`src/rtl/instr_fetch.sv`:
```
// Instruction fetch stage for the Lab3 MIPS CPU.
// Holds the PC, requests words from instruction memory with a req/ack
// handshake (with timeout and retry), presents each word to the decoder with
// valid/ready, and computes the next PC when the decoder retires the word.
// Optional feature macro: IFETCH_MISALIGN_TRAP_EN (trap on misaligned next PC).
module instr_fetch #(
   parameter logic [31:0] RESET_PC    = 32'h0000_0000,
   parameter int          TIMEOUT_CYC = 16
) (
   input  logic        clk,
   input  logic        rst_n,
   output logic        imem_req,
   output logic [31:0] imem_addr,
   input  logic        imem_ack,
   input  logic [31:0] imem_rdata,
   output logic [31:0] instr,
   output logic        instr_valid,
   input  logic        instr_ready,
   input  logic [1:0]  jSel,
   input  logic [1:0]  pcSel,
   input  logic [15:0] imm,
   input  logic [25:0] jump_addr,
   input  logic [31:0] rs_data,
   input  logic        alu_zero,
   output logic [31:0] pc,
   output logic [31:0] pc_plus4,
   output logic        fetch_fault
);

   localparam int             CNT_W   = $clog2(TIMEOUT_CYC + 1);
   localparam logic [CNT_W-1:0] CNT_MAX = CNT_W'(TIMEOUT_CYC);

`ifdef IFETCH_MISALIGN_TRAP_EN
   typedef enum logic [1:0] {FETCH, WAIT, ISSUE, TRAP} fetchState_t;
`else
   typedef enum logic [1:0] {FETCH, WAIT, ISSUE} fetchState_t;
`endif

   fetchState_t      state;
   fetchState_t      stateNext;
   logic [31:0]      pcReg;
   logic [31:0]      pcNext;
   logic [31:0]      instrReg;
   logic [31:0]      instrNext;
   logic             validReg;
   logic             validNext;
   logic [CNT_W-1:0] retryCnt;
   logic [CNT_W-1:0] retryCntNext;
   logic             active;
   logic [31:0]      pcPlus4;
   logic [31:0]      brTgt;
   logic             brTaken;
   logic [31:0]      rawTarget;
   logic             inGap;
`ifdef IFETCH_MISALIGN_TRAP_EN
   logic             faultReg;
   logic             faultNext;
`endif

   assign pcPlus4 = pcReg + 32'd4;
   assign brTgt   = pcPlus4 + {{14{imm[15]}}, imm, 2'b00};
   assign inGap   = (state == WAIT) && (retryCnt == CNT_MAX);

   // The stage is held idle for the first edge after reset so that fetching
   // starts cleanly at RESET_PC and imem_req stays low during reset.
   assign imem_req    = active && ((state == FETCH) || ((state == WAIT) && !inGap));
   assign imem_addr   = pcReg;
   assign instr       = instrReg;
   assign instr_valid = validReg;
   assign pc          = pcReg;
   assign pc_plus4    = pcPlus4;
`ifdef IFETCH_MISALIGN_TRAP_EN
   assign fetch_fault = faultReg;
`else
   assign fetch_fault = 1'b0;
`endif

   // Select the raw next PC from the decoder controls; illegal encodings fall back to sequential.
   always_comb begin
      brTaken   = 1'b0;
      rawTarget = pcPlus4;
      case (pcSel)
         2'd1:    brTaken = alu_zero;
         2'd2:    brTaken = !alu_zero;
         default: brTaken = 1'b0;
      endcase
      case (jSel)
         2'd0:    rawTarget = rs_data;
         2'd1:    rawTarget = {pcPlus4[31:28], jump_addr, 2'b00};
         2'd2:    rawTarget = brTaken ? brTgt : pcPlus4;
         default: rawTarget = pcPlus4;
      endcase
   end

   // Next-state and datapath update logic for the fetch FSM.
   always_comb begin
      stateNext    = state;
      pcNext       = pcReg;
      instrNext    = instrReg;
      validNext    = validReg;
      retryCntNext = retryCnt;
`ifdef IFETCH_MISALIGN_TRAP_EN
      faultNext    = faultReg;
`endif
      if (active) begin
         case (state)
            FETCH: begin
               retryCntNext = '0;
               if (imem_ack) begin
                  instrNext = imem_rdata;
                  validNext = 1'b1;
                  stateNext = ISSUE;
               end else begin
                  stateNext = WAIT;
               end
            end
            WAIT: begin
               if (inGap) begin
                  retryCntNext = '0;
                  stateNext    = FETCH;
               end else if (imem_ack) begin
                  instrNext    = imem_rdata;
                  validNext    = 1'b1;
                  retryCntNext = '0;
                  stateNext    = ISSUE;
               end else begin
                  retryCntNext = retryCnt + 1'b1;
               end
            end
            ISSUE: begin
               if (instr_ready) begin
                  validNext = 1'b0;
`ifdef IFETCH_MISALIGN_TRAP_EN
                  pcNext = rawTarget;
                  if (rawTarget[1:0] != 2'b00) begin
                     faultNext = 1'b1;
                     stateNext = TRAP;
                  end else begin
                     stateNext = FETCH;
                  end
`else
                  pcNext    = rawTarget & 32'hFFFF_FFFC;
                  stateNext = FETCH;
`endif
               end
            end
            default: begin
               stateNext = state;
            end
         endcase
      end
   end

   // State and datapath registers with asynchronous active-low reset.
   always_ff @(posedge clk or negedge rst_n) begin
      if (!rst_n) begin
         state    <= FETCH;
         pcReg    <= RESET_PC;
         instrReg <= 32'd0;
         validReg <= 1'b0;
         retryCnt <= '0;
         active   <= 1'b0;
`ifdef IFETCH_MISALIGN_TRAP_EN
         faultReg <= 1'b0;
`endif
      end else begin
         state    <= stateNext;
         pcReg    <= pcNext;
         instrReg <= instrNext;
         validReg <= validNext;
         retryCnt <= retryCntNext;
         active   <= 1'b1;
`ifdef IFETCH_MISALIGN_TRAP_EN
         faultReg <= faultNext;
`endif
      end
   end

endmodule

```
`config.mk`:
```
export PLATFORM = sky130hd
export DESIGN_NAME = instr_fetch
export DESIGN_NICKNAME = d
export VERILOG_FILES = /design/src/rtl/instr_fetch.sv
export SDC_FILE = /design/constraint.sdc
export NUM_CORES = 1
export LEC_CHECK = 0
export BUFFER_PORTS_ARGS = -buffer_cell sky130_fd_sc_hd__buf_2
export CORE_MARGIN = 4
export CORE_UTILIZATION = 35
export CTS_CLUSTER_DIAMETER = 100
export CTS_CLUSTER_SIZE = 8
export DETAILED_ROUTE_END_ITERATION = 8
export HOLD_SLACK_MARGIN = 0.06
export PLACE_DENSITY = 0.58
export SLEW_MARGIN = 25
export SYNTH_ARGS = -nofsm -noshare
export SYNTH_HDL_FRONTEND = slang
export SYNTH_SLANG_ARGS = --single-unit
```
`constraint.sdc`:
```
create_clock -name clk -period 10.25 [get_ports clk]
set_input_delay 1.025 -clock clk [delete_from_list [all_inputs] [get_ports clk]]
set_output_delay 1.025 -clock clk [all_outputs]
set_load 0.03 [all_outputs]
```
---- Word level (Yosys, flattened, before mapping) ----
Index checks and enable logic that the tools add are counted.
cells by class
  add/sub/neg operators ................... 3
  muxes and demuxes ....................... 18
  reductions and logical operators ........ 15
  equal/unequal tests ..................... 10
operators with widths
  operator               number
  $mux 32                3
  $pmux 32 s3            1
  $pmux 32 s2            1
  $add 32x3->32 const B  1
  $add 32x32->32         1
  $mux 5                 2
  $pmux 5 s2             1
  $mux 2                 4
  $reduce_and 4->1       2
  $eq 2x1->1 const B     3
  $eq 2x2->1 const B     3
  $pmux 2 s3             1
  $reduce_and 3->1       2
  $add 5x1->5 const B    1
  $eq 5x5->1 const B     1
  $logic_not 2->1        2
  $ne 2x2->1 const B     2
  $logic_and 1x1->1      3
  $mux 1                 3
  $ne 3x3->1 const B     1
  $pmux 1 s3             1
  $reduce_bool 3->1      1
  $logic_not 1->1        2
  $pmux 1 s2             1
  other kinds (3)        3
word-level totals
  bits of input ports ..................... 115
  output and inout port bits .............. 131
  bits in registers ....................... 71

---- Logic depth before layout (Yosys ltp) ----
Gate-level depths: netlist (run 1).
  word-level depth ........................ 6
  mapped depth ............................ 17

---- Least setup slack after synthesis (run 1) ----
No wires, ideal clock.
  path kind ............................... reg2reg
  from .................................... register pcReg[2], in the netlist imem_addr[2]
  to ...................................... register pcReg[29], in the netlist imem_addr[29]
  slack ................................... 5,816 ps
  data arrival time ....................... 4,351 ps
  clock period less this slack ............ 4,434 ps
  data required time ...................... 10,167 ps
  cell stages (with the launch flop) ...... 16
  path through ............................ dfrtp_1 > nand3_1 > or4_1 > nor2_1 > nand3_1 > xnor2_1 > ha_1 > o21a_1 > nor4b_1 > a211oi_1 > o21ai_0 > nand4_1 > mux2_2 > o21ai_0 > o211ai_1 > o21ai_0
on the way
  cells in the longest elaborated chain, start to end .. 4
RTL lines
  what                    RTL line  RTL
  start, declared         41        logic [31:0] pcReg;
  start signal, assigned  168       pcReg <= pcNext;
  $add 32x3->32           60        assign pcPlus4 = pcReg + 32'd4;
  via pc_plus4[19]        26        output logic [31:0] pc_plus4,
  $add 32x32->32          61        assign brTgt = pcPlus4 + {{14{imm[15]}}, imm, 2'b00};
  $mux 32                 90        2'd2: rawTarget = brTaken ? brTgt : pcPlus4;
  $pmux 32 s3             87        case (jSel)
The timed path passes the listed nets, and every way through them passes these cells.
A chain may end at the register's enable or synchronous reset.

---- Worst setup path after layout (run 1) ----
  from .................................... register pcReg[2], in the netlist imem_addr[2]
  to ...................................... register pcReg[31], in the netlist imem_addr[31]
on the way
  cells in the longest elaborated chain, start to end .. 4
RTL lines
  what               RTL line
  $add 32x3->32 (*)  60
  $add 32x32->32     61
  $mux 32            90
  $pmux 32 s3 (*)    87
Every way passes the cells marked *; elsewhere a longest branch is shown, timed or not.

==> impl_metrics.ini, run 1 <==
[clock_tree]
cts_buffers = 9
cts_hold_buf = 0
worstSkewPairLatency_ns = 0.35
root_buffer = clkbuf_16
cts_sinks = 71
cts.clk_slew.worst_paths_ns = 0.07
clock_path_buffers = 2
cts_setup_buffers = 0
cts_tree = done
cts_resized = 0
h-tree-depth = 3

[routing]
num_vias = 5925
ant_nets = 0
routed_via_density = 5.15
drt_wl_total_mm = 19.6
first_iter_violations = 258
routedWlPerCell_um = 17.1
route.detailed.drc = 0
dr.pass1.iters = 4

[logic_synthesis]
synthCells = 726
synth_seq_cells = 71
synth_most_common_cell = dfrtp_1
syn_area_per_cell_um2 = 8.59
synth.top_cell.area_share = 0.285
async_flop_share = 1.00
yosys_most_used_dff = dfrtp_1
ys_seq_area_frac = 0.285
synth.distinct_cells = 69
synth_area_leader_cell = dfrtp_1
synth_area_um2 = 6230
yosysWarnings = 0
synth_area_leaders = dfrtp_1, ha_1, mux2_2
synth_common_cells = dfrtp_1, nand2_1, o21ai_0
synth_edf_count = 0

[sta]
fin_setup_tns_ns = 0
finalCriticalPeriod_ns = 4.58
worst_slew_pin_slew_ns = 0.755
relSlewSlack = 0.497
period_share = 0.447
slew_viol_final = 0
rsz0062_at_grt = false
setup_viol = 0
fmax_mhz = 218
finalHoldViolCount = 0
fin_skew_ns = 0.0119

[status]
status = finished clean

[setup_path]
critPathKind = reg2reg
crit_slowest_cell = or4_1
endpoint_kind = register
r2r_cells = 15
cpPeakStageDelay_ns = 0.75
worstPathRequired_ns = 10.47
reg2reg_from = imem_addr[2]
worstPathMaxFanout = 8
r2r_end = imem_addr[31]
worst_setup_path_start_kind = register
crit_chain = nand3_1 > or4_1 > nor2_1 > nand3_1 > xnor2_1 > ha_1 > o21a_1 > nor4b_1 > a21oi_1 > o21ai_0 > a21oi_1 > a221oi_1 > xor2_1 > mux2i_1 > o21ai_0
cp.arrival_ns = 4.80
rrSetupSlack_ns = 5.67
crit_end = imem_addr[31]
startpoint = imem_addr[2]

[power_and_ir_drop]
leakage_nw = 3.72
powerDensity_nw_per_um2 = 322
p_total_mw = 2.48
comb_power_share = 0.648
switching_power_mw = 1.34
ir_worst_vdd_mv = 0.160
power_frac_seq = 0.222
p_int_mw = 1.13
pwr-share-clk = 0.130
p_sw_frac = 0.542

[global_route]
antenna_found_initial = 0
grt_pass1_wl_mm = 31.2
grt_pass1_vias = 5837
grt_start_max_net_pins = 72
grt_use_total = 0.196
overflow = 0

[floorplan]
ios = 246
start_util = 0.359
rows = 48
die_w_um = 141
die-area_um2 = 20000
core_um2 = 17400
die_h_um = 141

[run]
drv_cap = 0

[final_layout]
num-fill-cells = 1775
area_delta_synth_final_pct = 23.2
drive_gt1_frac = 0.343
fin_nets = 1077
antennaDiodeCount = 0

[placed_design]
place.gp.congestion = 0.918
portBuffers = 236
hpwl_mm = 14.8

[min_path]
min_path_type = reg2reg
==> per-stage QoR <==
step,hold WS [ns],cells,setup slack [ns],utilization,area (µm²)
after floorplan,0.438,732,5.82,-,6260
after global placement,0.477,1134,5.79,0.425,7380
after detailed placement,0.474,1134,5.78,0.425,7380
after CTS,0.488,1150,5.74,0.442,7680
after global routing,0.505,1150,5.29,0.443,7680
final,0.478,1150,5.67,0.443,7680
==> metal layers <==
| layer | vias to the layer above | GRT usage | wire [µm] |
|---|---|---|---|
| met4 | 0 | 0.0449 | 218 |
| met5 | - | 0 | 0 |
| met2 | 178 | 0.331 | 9360 |
| li1 | 2969 | - | - |
| met1 | 2762 | 0.256 | 8850 |
| met3 | 16 | 0.0428 | 1220 |
==> sequential cells by signal, indices dropped and copies added, names as in the netlist <==
register,flops
retryCnt,5
active,1
state,2
instr,32
imem_addr,30
instr_valid,1
==> power groups by stage <==
stage / clock network (mW) / registers (mW) / logic [mW]
floorplan: 0 / 0.764 / 1.03
global placement: 0 / 0.550 / 1.60
detailed placement: 0 / 0.553 / 1.61
CTS: 0.334 / 0.551 / 1.61
global route: 0.345 / 0.575 / 1.75
finish: 0.323 / 0.549 / 1.60
==> cell usage in the layout, fill, tap and decap left out, types with 3 or more instances in the layout <==
| master | n |
|---|---|
| buf_2 | 235 |
| dfrtp_1 | 71 |
| nand2_1 | 58 |
| o21ai_0 | 57 |
| nor2_1 | 52 |
| a21oi_1 | 43 |
| ha_1 | 41 |
| mux2_2 | 40 |
| nand3_1 | 36 |
| xnor2_1 | 25 |
| xor2_1 | 22 |
| mux2i_1 | 22 |
| inv_1 | 20 |
| a21o_1 | 14 |
| nor3_1 | 13 |
| nor2b_1 | 11 |
| nand2b_1 | 10 |
| a31oi_1 | 9 |
| o21a_1 | 9 |
| clkbuf_16 | 9 |
| a211oi_1 | 8 |
| and3_1 | 8 |
| conb_1 | 8 |
| o211ai_1 | 7 |
| o31ai_1 | 7 |
| buf_4 | 7 |
| nand4_1 | 6 |
| and2_1 | 6 |
| a211o_1 | 5 |
| a221o_1 | 4 |
| o21ai_1 | 4 |
| o221ai_1 | 4 |
| a221oi_1 | 3 |
| nor4_1 | 3 |
| inv_6 | 3 |
| inv_8 | 3 |
==> critical path, delay by kind of cell (launching register included) <==
family / cells / cell delay (ns)
adders and majority gates: 1 / 0.28
and+or+nand+nor: 5 / 1.92
xor gates and xnor gates: 2 / 0.57
AOI/OAI and AO/OA: 6 / 0.95
muxes: 1 / 0.20
DFF: 1 / 0.53
==> worst min path at each step <==
stage,endpoint,startpoint,cells past startpoint,slack [ns]
global route,retryCnt[4],retryCnt[4],1,0.51
detailed placement,retryCnt[4],retryCnt[4],1,0.47
CTS,retryCnt[4],retryCnt[4],1,0.49
global placement,retryCnt[4],retryCnt[4],1,0.48
finish,retryCnt[4],retryCnt[4],1,0.48
floorplan,retryCnt[4],retryCnt[4],1,0.44
==> logic make-up after synthesis <==
group / after synthesis / share of synthesized area
and+or+nand+nor: 222 / 0.177
AOI/OAI and AO/OA: 192 / 0.197
buffers and inverters: 86 / 0.0757
DFF: 71 / 0.285
muxes: 62 / 0.108
xor gates and xnor gates: 49 / 0.0713
adders and majority gates: 42 / 0.0855
other: 2 / 0.00120
==> layout make-up <==
cell class	instances	area, µm²	area share
clock buffer	9	225	0.0293
clock inverter	7	68.8	0.00896
inverter	20	75.1	0.00977
multi-input combinational	575	4020	0.523
sequential	71	1780	0.231
tap	225	282	0.0366
timing repair buffer	243	1240	0.161
(Power assumes the default switching activity.)
==> run 2, diff against run 1 <==
PLACE_DENSITY = 0.6   (was 0.58)
clock period = 3.9 ns   (was 10.25 ns; I/O delays follow)
==> run 2 against run 1 <==
Count of clock-buffer cells in the layout did not move. Routed wire length rose by 5.0%. Global-route usage rose by 0.43 points. Sequential power rose to 2.5 times the previous value. Cell count rose by 4.2%. Cell area rose by 7.3%. Setup slack got worse by 5.4 ns. First-iteration DRC count rose by 29%. Non-clock buffer count rose by 48. Die area did not move. Fmax rose by 25%. Highest routed layer unchanged.
==> impl_metrics.ini, run 2 (synthesized netlist as in run 1, its figures left out) <==
[placed_design]
placed_area_um2 = 7850
dp_slack_ns = 0.0387
hpwl_mm = 15.9
place.gp.congestion = 0.906
portBuffers = 236
dp.cells = 1179

[clock_tree]
cts_hold_buf = 0
cts.clk_slew.worst_paths_ns = 0.06
h-tree-depth = 3
worstSkewPairLatency_ns = 0.35
cts_buffers = 9
cts_tree = done
cts_sinks = 71
clock_path_buffers = 2
root_buffer = clkbuf_16

[sta]
slew_viol_final = 0
fmax_mhz = 273
relSlewSlack = 0.410
finalCriticalPeriod_ns = 3.66
holdWs_ns = 0.0650
fin_setup_tns_ns = 0
period_share = 0.939
finalHoldViolCount = 0
fin_skew_ns = 0.00969
setup_ws_ns = 0.236
worst_slew_pin_slew_ns = 0.884
setup_viol = 0

[power_and_ir_drop]
p_int_mw = 3.27
p_sw_frac = 0.529
power_frac_seq = 0.199
ir_worst_vdd_mv = 0.421
p_total_mw = 6.94
powerDensity_nw_per_um2 = 842
comb_power_share = 0.679
switching_power_mw = 3.67
leakage_nw = 4.02
pwr-share-clk = 0.121

[floorplan]
core_um2 = 17400
start_util = 0.359
die-area_um2 = 20000
die_w_um = 141
rows = 48
ios = 246
die_h_um = 141

[final_layout]
utilization = 0.475
mostFrequentLayoutCell = buf_2
num-fill-cells = 1691
largest_reg_flops = 32
final_cell_mix = buf_2, dfrtp_1, nand2_1
seqCellArea_um2 = 1790
multi_input_area_um2 = 4200
area_delta_synth_final_pct = 32.3
drive_gt1_frac = 0.407
stdcell_count = 1198
antennaDiodeCount = 0
fin_nets = 1125
final_area_um2 = 8250

[setup_path]
cp.arrival_ns = 3.93
reg2reg_from = imem_addr[2]
worstPathMaxFanout = 6
worst_setup_path_start_kind = register
rrSetupSlack_ns = 0.24
critPathKind = reg2reg
r2r_cells = 17
worstPathRequired_ns = 4.16
r2r_end = imem_addr[29]
endpoint_kind = register

[global_route]
grt_pass1_vias = 5985
grt_pass1_wl_mm = 31.7
overflow = 0
grt_start_max_net_pins = 72
grt_use_total = 0.200
antenna_found_initial = 0

[run]
drv_cap = 0

[routing]
num_vias = 6176
routedWlPerCell_um = 17.2
drt_wl_total_mm = 20.6
first_iter_violations = 333
routed_via_density = 5.16
dr.pass1.iters = 5
route.detailed.drc = 0
ant_nets = 0

[status]
status = finished clean

[min_path]
min_path_type = in2async
-- run 2: layout make-up --
type,count,share of cell area
Clock inverter,7,0.00834
Clock buffer,9,0.0273
Tap cell,225,0.0341
Timing Repair Buffer,291,0.195
Sequential cell,71,0.217
Multi-Input combinational cell,575,0.510
Inverter,20,0.00910
-- run 2: power groups by stage --
| stage | logic, mW | registers, mW | clock network, mW |
|---|---|---|---|
| 3_3_place_gp | 4.64 | 1.38 | 0 |
| 3_5_place_dp | 4.66 | 1.39 | 0 |
| 2_1_floorplan | 2.74 | 2.04 | 0 |
| 6_report | 4.72 | 1.38 | 0.842 |
| 4_1_cts | 4.67 | 1.39 | 0.869 |
| 5_1_grt | 5.08 | 1.44 | 0.898 |
-- run 2: how the worst max path moves through the flow --
stage                            start             to  depth (start not counted)
final                     imem_addr[2]  imem_addr[29]                         17
after global routing      imem_addr[2]  imem_addr[19]                         17
after CTS                 imem_addr[2]  imem_addr[31]                         16
after detailed placement  imem_addr[2]  imem_addr[31]                         16
after global placement    imem_addr[2]  imem_addr[31]                         16
after floorplan           imem_addr[2]  imem_addr[29]                         17
-- run 2: critical path: stages, from the launching register on --
cell and delay, ns:
dfrtp_2 0.37, ha_1 0.20, nand2_1 0.10, or4_4 0.47, nor3_4 0.30, buf_6 0.17
nand3_1 0.11, xnor2_2 0.28, ha_4 0.26, a21o_1 0.15, a21oi_1 0.16, o21ai_0 0.11
a21oi_1 0.18, nand2_1 0.07, mux2_2 0.26, o21ai_0 0.15, o211ai_1 0.10, o21ai_1 0.12
-- run 2: timing repair --
item | 4_1_cts | 5_1_grt
setup buffers | 0 | 3
gates resized for setup | 0 | 17
setup endpoints to repair | 0 | 11
-- run 2: layer usage --
metal,global-route usage,routed length [µm]
met3,0.0448,1410
met2,0.333,9610
met4,0.0475,278
met5,0,0
met1,0.265,9330
==> run 3, diff against run 2 <==
REMOVE_ABC_BUFFERS = 1   (was unset)
==> run 3 against run 2 <==
Cell count rose by 1.3%. Cell area rose by 0.42%. Hold slack barely moved. Count of clock-buffer cells in the layout did not move. Utilization rose by 0.20 points. First-iteration DRC count fell by 7.5%. Critical endpoint is now imem_addr[30].
==> impl_metrics.ini, run 3 (synthesized netlist as in run 1, its figures left out) <==
[status]
status = finished clean

[final_layout]
area_delta_synth_final_pct = 32.9
largest_reg_flops = 32
drive_gt1_frac = 0.399
final_area_um2 = 8280
antennaDiodeCount = 0
final_cell_mix = buf_2, dfrtp_1, buf_4
utilization = 0.477
fin_nets = 1140
num-fill-cells = 1716
mostFrequentLayoutCell = buf_2

[routing]
first_iter_violations = 308
routed_via_density = 5.16
num_vias = 6259
ant_nets = 0
dr.pass1.iters = 5
drt_wl_total_mm = 20.7
route.detailed.drc = 0
routedWlPerCell_um = 17.0

[floorplan]
core_um2 = 17400
ios = 246
die-area_um2 = 20000
start_util = 0.359
die_w_um = 141
die_h_um = 141
rows = 48

[setup_path]
crit_slowest_cell = dfrtp_1
critPathKind = reg2reg
endpoint_kind = register
path_buf_inv = 2
cpPeakStageDelay_ns = 0.41
cp.arrival_ns = 3.94
worst_setup_path_start_kind = register
path_delay_family = compound AO/OA/AOI/OAI gates
crit_chain = ha_2 > buf_4 > xor2_1 > ha_1 > nor2b_1 > o21ai_0 > a21oi_1 > o2111ai_1 > a31oi_2 > a31oi_1 > buf_4 > o31ai_2 > mux2i_1 > a211o_1
worstPathRequired_ns = 4.13
cpMostUsedCell = buf_4
worstPathMaxFanout = 4

[sta]
finalHoldViolCount = 0
slew_viol_final = 0
finalCriticalPeriod_ns = 3.71
fmax_mhz = 270
holdWs_ns = 0.0646
fin_setup_tns_ns = 0
fin_skew_ns = 0.0139
relSlewSlack = 0.447
period_share = 0.951
setup_viol = 0
worst_slew_pin_slew_ns = 0.830

[global_route]
grt_use_total = 0.204
overflow = 0
antenna_found_initial = 0
grt_pass1_wl_mm = 32.5
grt_pass1_vias = 6086
grt_start_max_net_pins = 72

[clock_tree]
cts_hold_buf = 0
cts_sinks = 71
cts.clk_slew.worst_paths_ns = 0.07
root_buffer = clkbuf_16
cts_buffers = 9
clock_path_buffers = 2
worstSkewPairLatency_ns = 0.36
cts_tree = done
h-tree-depth = 3

[min_path]
min_path_type = in2async

[power_and_ir_drop]
powerDensity_nw_per_um2 = 858
p_total_mw = 7.10
ir_worst_vdd_mv = 0.394
leakage_nw = 4.09

[placed_design]
place.gp.congestion = 0.882
placed_area_um2 = 7820
hpwl_mm = 16.0
portBuffers = 236

[run]
drv_cap = 0
## run 3: cell count changes in the layout (fill, tap and decap cells not counted), sizes merged
cell    previous run  this run
bufinv             0         2
inv               26        22
buf              291       306
clkinv             1         3
## run 3: worst paths after layout
path,start,slack [ns],depth (start not counted),endpoint
max in group asynchronous,rst_n,3.33,1,imem_addr[31]
hold reg to reg,retryCnt[4],0.49,1,retryCnt[4]
hold / removal,rst_n,0.06,1,imem_addr[17]
setup reg to reg,imem_addr[2],0.19,14,imem_addr[30]
min in group clk,imem_ack,0.26,2,state[0]
setup / recovery,imem_addr[2],0.19,14,imem_addr[30]
## run 3: where the power goes
part | internal [mW] | switching, mW
Combinational | 1.78 | 3.00
Sequential | 1.07 | 0.316
Clock | 0.569 | 0.372
Total | 3.41 | 3.69
## run 3: per-stage QoR
step	cells	worst slack [ns]
2_1_floorplan	666	-0.788
3_3_place_gp	1193	0.0966
3_5_place_dp	1193	0.0667
4_1_cts	1209	0.0456
5_1_grt	1213	-0.00734
6_report	1213	0.191
## run 3: layer usage
metal / up-vias / track usage / wire length (µm)
li1: 3096 / - / -
met1: 2943 / 0.279 / 9220
met2: 198 / 0.333 / 9790
met3: 22 / 0.0351 / 1310
met4: 0 / 0.0561 / 359
met5: - / 0 / 0
## run 3: cell type report
cell class / instances / area [µm²] / area share
Clock inverter: 7 / 104 / 0.0125
Timing Repair Buffer: 306 / 1710 / 0.207
Multi-Input combinational cell: 575 / 4110 / 0.496
Tap cell: 225 / 282 / 0.0340
Inverter: 20 / 75.1 / 0.00906
Clock buffer: 9 / 225 / 0.0272
Sequential cell: 71 / 1780 / 0.215
## run 3: what timing repair did
| item | in CTS | in global routing |
|---|---|---|
| endpoints found under the setup margin | 0 | 9 |
| resized for setup | 0 | 18 |
| setup buffers | 0 | 4 |
